## src/rtl/fixed_reset_collector.sv

```systemverilog
// rtl/fixed_reset_collector.sv - merges reset requests, holds all outputs, then releases them in index order
module fixed_reset_collector #(
  parameter int N_REQ       = 2,
  parameter int N_OUT       = 4,
  parameter int HOLD_CYCLES = 16,
  parameter int STAGGER     = 2
) (
  input  logic             clock,
  input  logic             reset,
  input  logic [N_REQ-1:0] req,
  output logic [N_REQ-1:0] ack,
  output logic [N_OUT-1:0] out_reset,
  output logic             busy
);

  localparam int MAX_CNT = (HOLD_CYCLES > STAGGER) ? HOLD_CYCLES : STAGGER;
  localparam int CW      = $clog2(MAX_CNT) + 1;
  localparam int IW      = $clog2(N_OUT) + 1;

  localparam logic [CW-1:0] HOLD_LAST = CW'(HOLD_CYCLES - 1);
  localparam logic [CW-1:0] STAG_LAST = CW'(STAGGER - 1);
  localparam logic [IW-1:0] IDX_LAST  = IW'(N_OUT - 1);

  typedef enum logic [1:0] {
    S_IDLE    = 2'd0,
    S_ASSERT  = 2'd1,
    S_RELEASE = 2'd2,
    S_DONE    = 2'd3
  } state_t;

  state_t           state_q, state_d;
  logic [CW-1:0]    cnt_q, cnt_d;
  logic [IW-1:0]    idx_q, idx_d;
  logic [N_REQ-1:0] mask_q, mask_d;
  logic [N_REQ-1:0] pending_q, pending_d;
  logic [N_REQ-1:0] late;
  logic [N_OUT-1:0] out_reset_q, out_reset_d;
  logic [N_REQ-1:0] ack_q, ack_d;
  logic             busy_q, busy_d;
  logic             start_seq;

  // Requests outside the serviced set; in DONE this also covers bits raised that very cycle.
  assign late = pending_q | (req & ~mask_q);

  always_ff @(posedge clock) begin
    if (reset) begin
      state_q     <= S_ASSERT;
      cnt_q       <= '0;
      idx_q       <= '0;
      mask_q      <= '0;
      pending_q   <= '0;
      out_reset_q <= '1;
      ack_q       <= '0;
      busy_q      <= 1'b1;
    end else begin
      state_q     <= state_d;
      cnt_q       <= cnt_d;
      idx_q       <= idx_d;
      mask_q      <= mask_d;
      pending_q   <= pending_d;
      out_reset_q <= out_reset_d;
      ack_q       <= ack_d;
      busy_q      <= busy_d;
    end
  end

  always_comb begin
    state_d   = state_q;
    cnt_d     = cnt_q;
    idx_d     = idx_q;
    mask_d    = mask_q;
    pending_d = pending_q;
    case (state_q)
      S_IDLE: begin
        if (|req) begin
          mask_d  = req;
          cnt_d   = '0;
          state_d = S_ASSERT;
        end
      end
      S_ASSERT: begin
        mask_d = mask_q | req;
        cnt_d  = cnt_q + CW'(1);
        if (cnt_q == HOLD_LAST) begin
          cnt_d   = '0;
          idx_d   = IW'(1);
          state_d = (N_OUT == 1) ? S_DONE : S_RELEASE;
        end
      end
      S_RELEASE: begin
        pending_d = late;
        cnt_d     = cnt_q + CW'(1);
        if (cnt_q == STAG_LAST) begin
          cnt_d = '0;
          idx_d = idx_q + IW'(1);
          if (idx_q == IDX_LAST) state_d = S_DONE;
        end
      end
      default: begin
        pending_d = '0;
        if (|late) begin
          mask_d  = late;
          cnt_d   = '0;
          state_d = S_ASSERT;
        end else begin
          mask_d  = '0;
          state_d = S_IDLE;
        end
      end
    endcase
  end

  assign start_seq = (state_d == S_ASSERT) && (state_q != S_ASSERT);

  always_comb begin
    out_reset_d = out_reset_q;
    if (start_seq) begin
      out_reset_d = '1;
    end else if (state_q == S_ASSERT && cnt_q == HOLD_LAST) begin
      out_reset_d[0] = 1'b0;
    end else if (state_q == S_RELEASE && cnt_q == STAG_LAST) begin
      for (int k = 0; k < N_OUT; k++) begin
        if (idx_q == IW'(k)) out_reset_d[k] = 1'b0;
      end
    end
    ack_d  = (state_d == S_DONE) ? mask_d : '0;
    busy_d = (state_d != S_IDLE);
  end

  assign out_reset = out_reset_q;
  assign ack       = ack_q;
  assign busy      = busy_q;

endmodule

```

## config.mk

```make
export PLATFORM = sky130hd
export DESIGN_NAME = fixed_reset_collector
export DESIGN_NICKNAME = d
export VERILOG_FILES = /design/src/rtl/fixed_reset_collector.sv
export SDC_FILE = /design/constraint.sdc
export NUM_CORES = 1
export LEC_CHECK = 0
export ABC_AREA = 0
export CORE_MARGIN = 10
export CORE_UTILIZATION = 56
export DETAILED_ROUTE_END_ITERATION = 16
export GPL_ROUTABILITY_DRIVEN = 1
export PLACE_DENSITY_LB_ADDON = 0.2
export SETUP_SLACK_MARGIN = 0.02
export SYNTH_ARGS = -nofsm -noshare
export SYNTH_HDL_FRONTEND = slang
export SYNTH_SLANG_ARGS = --single-unit
```

## constraint.sdc

```tcl
create_clock -name clock -period 2.62 [get_ports clock]
set_clock_uncertainty 0.1 [all_clocks]
set_input_delay 0.262 -clock clock [delete_from_list [all_inputs] [get_ports clock]]
set_output_delay 0.262 -clock clock [all_outputs]
set_load 0.005 [all_outputs]
```

* Word-level counts from Yosys, hierarchy flattened
Cells that the tools add are included.
Cells by class: eq/ne operators 13, add/subtract/negate cells 2, muxes and demuxes 21, reductions and logical operators 21, bitwise logic cells 6
Operator list (number):
- 5-bit two-way mux | 4
- 5-bit case mux with 3 select lines | 1
- 2-bit two-way mux | 6
- 2-bit case mux with 3 select lines | 2
- 3-bit AND reduction | 4
- 2-bit OR reduction | 5
- 2-bit nonzero test | 4
- 3-bit by 2-bit equality test with 1-bit output (second input constant) | 2
- 3-bit two-way mux | 2
- 2-bit inequality test (second input constant) | 3
- 3-bit case mux with 2 select lines | 1
- 5-bit by 1-bit adder with 5-bit output (second input constant) | 1
- 5-bit by 1-bit equality test with 1-bit output (second input constant) | 1
- 5-bit by 4-bit equality test with 1-bit output (second input constant) | 1
- 2-bit by 1-bit equality test with 1-bit output (second input constant) | 2
- 2-bit equality test (second input constant) | 2
- 1-bit two-way mux | 4
- 2-bit OR | 2
- 2-bit case mux with 2 select lines | 1
- 2-bit AND reduction | 2
- 4-bit nonzero test | 1
- 3-bit by 1-bit adder with 3-bit output (second input constant) | 1
- 3-bit by 1-bit equality test with 1-bit output (second input constant) | 1
- 1-bit logical AND | 3
- other kinds (6) | 7
Word-level totals: input port bits 4, word-level logic and storage cells 74, output and inout bits 7, register bits 21

* Longest topological paths before layout
Gate-level depths: netlist of the first run.
depth after elaboration 9, gate-level depth with buffers 8, depth with buffers taken out 8

* Worst setup path after synthesis of the first run
No wires, ideal clock.
path type flip-flop to flip-flop, start point register cnt_q[0], end point register busy_q (netlist: busy), stages on the path, launching flop included 8, path slack 0.610 ns, setup time 0.144 ns, data arrival time 1.766 ns, clock period less this slack 2.010 ns, data required time 2.376 ns, buffers on the path 0, path through dfxtp_1 -> ha_1 -> and3_1 -> ha_1 -> nor2b_1 -> o32a_1 -> o31ai_2 -> o311ai_1
On the way: word-level cells in the longest chain between the ends 4, elaborated cells between the ends (all ways) 6, classes of those cells eq/ne: 2; mux: 3; reduce/logical: 1
Ends and longest elaborated chain:
- start, declared | RTL line 32 | logic [CW-1:0] cnt_q, cnt_d;
- start signal, assigned | RTL line 57 | cnt_q <= cnt_d;
- 5-bit by 1-bit equality test with 1-bit output or 5-bit by 4-bit equality test with 1-bit output (tied branches) | RTL line 93, 84
- 2-bit two-way mux (on tied branches) | RTL line 93, 84
- 2-bit case mux with 3 select lines * | RTL line 73 | case (state_q)
- 2-bit nonzero test * | RTL line 127 | busy_d = (state_d != S_IDLE);
- end signal, assigned | RTL line 63 | busy_q <= busy_d;
- end, declared | RTL line 39 | logic busy_q, busy_d;
Mark *: on every way between the ends. The rest lies on a longest branch, timed or not. A chain may end at the register's enable or synchronous reset.

* Final worst setup path of the first run
Same ends and word-level chain as after synthesis.

==> results of run 1 <==
==> area by class of cell <==
type	count	area [sq um]	share of cell area, %
multi-input cells	107	771	53.7
flip-flops and latches	21	420	29.3
clock inverters	1	5.00	0.348
clock buffers	3	22.5	1.57
well taps	28	35.0	2.44
repair buffers	13	123	8.54
inverters	16	60.1	4.18
==> metal layers <==
metal | track usage (%) | up-vias | wire length, microns
li1 | - | 562 | -
met1 | 16.6 | 523 | 1310
met2 | 22.2 | 19 | 1360
met3 | 2.31 | 2 | 153
met4 | 4.87 | 0 | 14
met5 | 0 | - | 0
==> synth_stat cells (all sizes together) (4+ instances only) <==
| master | count |
|---|---|
| o21ai | 8 |
| a31oi | 4 |
| nor2 | 13 |
| ha | 14 |
| inv | 16 |
| clkbuf | 5 |
| dfxtp | 21 |
| nand2 | 9 |
| nand4 | 5 |
| a21oi | 12 |
==> power breakdown <==
part	total, mW	switching, mW	leakage, nW	internal [mW]
clock network	0.162	0.105	0.0177	0.0570
registers	0.365	0.0236	0.171	0.342
logic	0.199	0.111	0.378	0.0884
==> how the worst max path moves through the flow <==
stage | end | from
2_1_floorplan | busy | cnt_q[0]
3_3_place_gp | busy | cnt_q[0]
3_5_place_dp | busy | cnt_q[0]
4_1_cts | busy | cnt_q[0]
5_1_grt | busy | cnt_q[0]
6_report | busy | cnt_q[0]
==> worst reg2reg max path: cells and delay by family, from the launching register on <==
kind	cells	cell delay, ns
compound gates	3	0.89
simple gates	2	0.30
fa+ha+maj	2	0.40
flops	1	0.42
==> state kept, by name, indices dropped and copies added, names as in the netlist <==
signal	cells
cnt_q	5
out_reset	4
idx_q	3
ack	2
mask_q	2
pending_q	2
state_q	2
busy	1
==> stage by stage <==
stage          utilization [%]  hold WS, ns  setup WS (ns)  std cells  area (sq um)
2_1_floorplan                -        0.315          0.610        149          1270
3_3_place_gp              64.3        0.359          0.488        185          1410
3_5_place_dp              64.3        0.377          0.401        185          1410
4_1_cts                   65.6        0.408          0.373        189          1440
5_1_grt                   65.6        0.440          0.225        189          1440
6_report                  65.6        0.404          0.387        189          1440
==> kinds of logic (layout without fill, tap and decap cells) <==
kind of cell	after synthesis	after routing
buffers and inverters	21	33
and+or+nand+nor	49	49
adders and majority gates	14	14
DFF	21	21
AOI/OAI and AO/OA	44	44
==> impl_metrics.tcl, run 1 <==
set metrics [dict create \
    layout.cells.most_common "dfxtp_1" \
    layout_min_cycle_time_ns 2.23 \
    final_max_slew_viol_count 0 \
    pwr_density_cell_nw_per_um2 505 \
    routed_wl_microns 2840 \
    core_area_sq_um 2190 \
    htreeDepth 1 \
    synth_top_cell_by_area "dfxtp_1" \
    cts_sinks 21 \
    drc 0 \
    status "completed" \
    cts_resized 0 \
    worst_pin_slew_ns 0.555 \
    ys.flop_type "dfxtp_1" \
    synth_compound_area_share_pct 24.7 \
    crit_top_cell "ha_1" \
    crit_family "compound AO/OA/AOI/OAI gates" \
    min_to "out_reset[2]" \
    min_period_over_period_pct 85.2 \
    min_delay_path_depth 2 \
    p_leak_nw 0.567 \
    cts_buffer_depth 2 \
    die_h_microns 67.6 \
    endpoint_kind "register" \
    cts_tree "yes" \
    fillers 195 \
    r2r-start "cnt_q[0]" \
    grt_pass1_vias 1131 \
    synthTopCellsByArea "dfxtp_1 (33%), ha_1 (14%), inv_1 (4.7%)" \
    slowest_delay_ns 0.42 \
    max_freq_ghz 0.448 \
    synth_top_family_by_area "compound AO/OA/AOI/OAI gates" \
    final_nets 180 \
    synth_xor_area_share_pct 0 \
    dieArea_sq_um 4570 \
    numCtsBuffers 3 \
    place_hpwl_microns 2240 \
    initial_core_util_pct 58.0 \
    worstPathCellList "ha_1 -> and3_1 -> ha_1 -> nor2b_1 -> o32a_1 -> o31ai_2 -> o311ai_1" \
    postRouteAntennaNets 0 \
    drtPass1Iterations 4 \
    synth_edf_count 0 \
    wl_per_cell_microns 15.0 \
    ioPinCount 11 \
    port_buffers 10 \
    power_mw 0.726 \
    finalHoldViolCount 0 \
    irDropWorstVdd_uv 427 \
    syn-cell-area_sq_um 1270 \
    ys.warnings.count 0 \
    ctsHoldBuffers 0 \
    synth_top_area_share_pct 33.1 \
    ys_types 45 \
    hold_class "reg -> reg" \
    synth-seq-cells 21 \
    final_cell_mix "dfxtp_1 (21), inv_1 (16), ha_1 (14), nor2_1 (13), a21oi_1 (11)" \
    num_vias 1106 \
    r2r_setup_slack_ns 0.39 \
    root_buffer "clkbuf_4" \
    antenna_cells 0 \
    placementRows 17 \
    hp-start "out_reset[2]" \
    grt_pass1_wl_microns 4930 \
    rsz0062_at_grt "no" \
    crit_cells 7 \
    async_flop_share_pct 0 \
    antenna_found_initial 0 \
    relSlewSlack_pct 62.9 \
    gp_congestion 0.879 \
    drv_cap 0 \
    setup_viol 0 \
    critical_path_buf_inv_count 0 \
    avgSynthCellArea_sq_um 8.52 \
    post-cts-setup-buffers 0 \
    via_per_inst 5.85 \
    die_x_microns 67.6 \
    cp.required_ns 2.70 \
    overflow 0 \
    cp-start-kind "register" \
    ys_seq_area_share_pct 33.1 \
    r2r_end "busy" \
    fin_tns_setup_ns 0 \
    grt_use_total_pct 13.3 \
    cpMaxStageDelayCell "dfxtp_1" \
    cp_max_fo 6 \
    synth_nets 167 \
    setup.worst_path.class "reg -> reg" \
    grt_max_degree 14 \
    insertion_delay_ns 0.30 \
    first_iter_violations 62 \
    cp.arrival_ns 2.32 \
    synthSimpleGateAreaFrac_pct 22.2 \
    synthToLayoutAreaGrowth_pct 13.1 \
    synthAdderAreaFrac_pct 13.8 \
    worstRegToRegCells 7 \
    clkTransAtPathRegs_ns 0.12 \
    synthMuxAreaShare_pct 0 \
    syn_inst 149 \
    drive_gt1_share_pct 10.6 \
]
Note: power is estimated with default switching activity, not from simulation.
==> inputs of run 2 (changes only) <==
Settings changed: ABC_CLOCK_PERIOD_IN_PS set to 2620.
==> results of run 2 <==
Final layout, timing and power as in run 1 (identical DEF).
==> inputs of run 3 (changes only) <==
Settings changed: CORE_UTILIZATION 56 to 58, DONT_BUFFER_PORTS set to 1.
==> run 3 against run 2 <==
  * Sequential power about the same
  * Non-clock buffer count decreased by 12
  * Clock power decreased by 4%
  * Maximum frequency decreased by 4.3%
  * Total power decreased by 3.1%
  * Cell count decreased by 6.9%
  * Register-to-register slack got worse by 0.099 ns
==> impl_metrics.tcl, run 3 (synthesized netlist as in run 1, its figures left out) <==
set metrics [dict create \
    swShare_pct 31.7 \
    hold_class "in -> reg" \
    status "completed" \
    timing.hold.ws_ns 0.0141 \
    cts_buffer_depth 2 \
    place_hpwl_microns 2190 \
    final_cell_mix "dfxtp_1 (21), inv_1 (16), ha_1 (14), nor2_1 (13), a21oi_1 (11)" \
    fillers 179 \
    crit_family "compound AO/OA/AOI/OAI gates" \
    cp_max_fo 6 \
    routed_wl_microns 2860 \
    post-place-ws_ns 0.333 \
    layout.cells.most_common "dfxtp_1" \
    fin_tns_setup_ns 0 \
    num_vias 1085 \
    irDropWorstVdd_uv 369 \
    cp.arrival_ns 2.40 \
    layout_setup_ws_ns 0.288 \
    worst_pin_slew_ns 0.579 \
    grt_max_degree 14 \
    gp_congestion 0.775 \
    critical_path_buf_inv_count 0 \
    relSlewSlack_pct 61.3 \
    htreeDepth 1 \
    intPower_mw 0.480 \
    antenna_found_initial 0 \
    antenna_cells 0 \
    wl_per_cell_microns 16.3 \
    largest-register "cnt_q" \
    cp-start-kind "register" \
    grt_use_total_pct 14.0 \
    post-cts-setup-buffers 0 \
    pwr-share-comb_pct 25.7 \
    worstPathCellList "ha_1 -> and3_1 -> ha_1 -> nor2b_1 -> o32a_1 -> o31ai_2 -> o311ai_1" \
    final_nets 168 \
    rsz0062_at_grt "no" \
    die_x_microns 66.8 \
    overflow 0 \
    p_seq_share_pct 52.2 \
    power_switching_mw 0.223 \
    core_area_sq_um 2020 \
    first_iter_violations 62 \
    final_max_slew_viol_count 0 \
    die_h_microns 66.8 \
    clkTransAtPathRegs_ns 0.11 \
    drive_gt1_share_pct 8.72 \
    numCtsBuffers 3 \
    insertion_delay_ns 0.30 \
    pwr_density_cell_nw_per_um2 532 \
    setup.worst_path.class "reg -> reg" \
    grt_pass1_vias 1077 \
    finalHoldViolCount 0 \
    p_leak_nw 0.514 \
    layout_min_cycle_time_ns 2.33 \
    power_mw 0.703 \
    slowest_delay_ns 0.42 \
    cts_resized 0 \
    via_per_inst 6.16 \
    setup_viol 0 \
    crit_top_cell "ha_1" \
    synthToLayoutAreaGrowth_pct 4.04 \
    root_buffer "clkbuf_4" \
    drc 0 \
    drtPass1Iterations 4 \
    ioPinCount 11 \
    initial_core_util_pct 62.8 \
    cpMaxStageDelayCell "o31ai_2" \
    endpoint_kind "register" \
    max_freq_ghz 0.429 \
    min_period_over_period_pct 89.0 \
    largest_register_ffs 5 \
    cp.required_ns 2.69 \
    port_buffers 0 \
    postRouteAntennaNets 0 \
    p_clk_share_pct 22.2 \
    grt_pass1_wl_microns 4950 \
    cts_tree "yes" \
    placementRows 16 \
    fin_util_pct 65.3 \
    ctsHoldBuffers 1 \
    cts_sinks 21 \
    dieArea_sq_um 4460 \
    drv_cap 0 \
]
[run 3: cell count changes in the layout (fill, tap and decap cells not counted), sizes merged]
cell and change:
buf -3, clkbuf +1, clkdlybuf4s50 -10, clkinv -1, dlygate4sd3 +1
[run 3: routing by layer]
| metal | routed length, microns | global-route usage, % | vias to the layer above | share of wire, % |
|---|---|---|---|---|
| met4 | 34 | 6.02 | 0 | 1.2 |
| li1 | - | - | 535 | - |
| met5 | 0 | 0 | - | 0 |
| met2 | 1430 | 24.1 | 35 | 50 |
| met1 | 1200 | 15.6 | 511 | 42 |
| met3 | 197 | 4.18 | 4 | 6.9 |
[run 3: metrics by stage]
stage / std cells / area (sq um)
floorplan: 149 / 1270
global placement: 171 / 1280
detailed placement: 171 / 1280
CTS: 176 / 1320
global route: 176 / 1320
finish: 176 / 1320
[run 3: worst paths after layout]
kind / from / end / slack (ns) / cells past startpoint
worst max-delay path: cnt_q[0] / busy / 0.29 / 7
worst min-delay path: reset / pending_q[1] / 0.01 / 2
worst max register to register: cnt_q[0] / busy / 0.29 / 7
worst min register to register: cnt_q[1] / cnt_q[1] / 0.41 / 2
[run 3: power by group through the flow]
stage	sequential (mW)	clock [mW]	combinational, mW
after floorplan	0.367	0	0.144
after global placement	0.372	0	0.164
after detailed placement	0.373	0	0.176
after CTS	0.366	0.160	0.181
after global routing	0.371	0.173	0.204
final	0.367	0.156	0.180
[run 3: layout make-up]
type	count	area (sq um)	share of cell area, %
tap	27	33.8	2.56
inverter	16	60.1	4.55
clock buffer	4	26.3	1.99
sequential	21	420	31.8
timing repair buffer	1	10.0	0.758
multi-input combinational	107	771	58.3
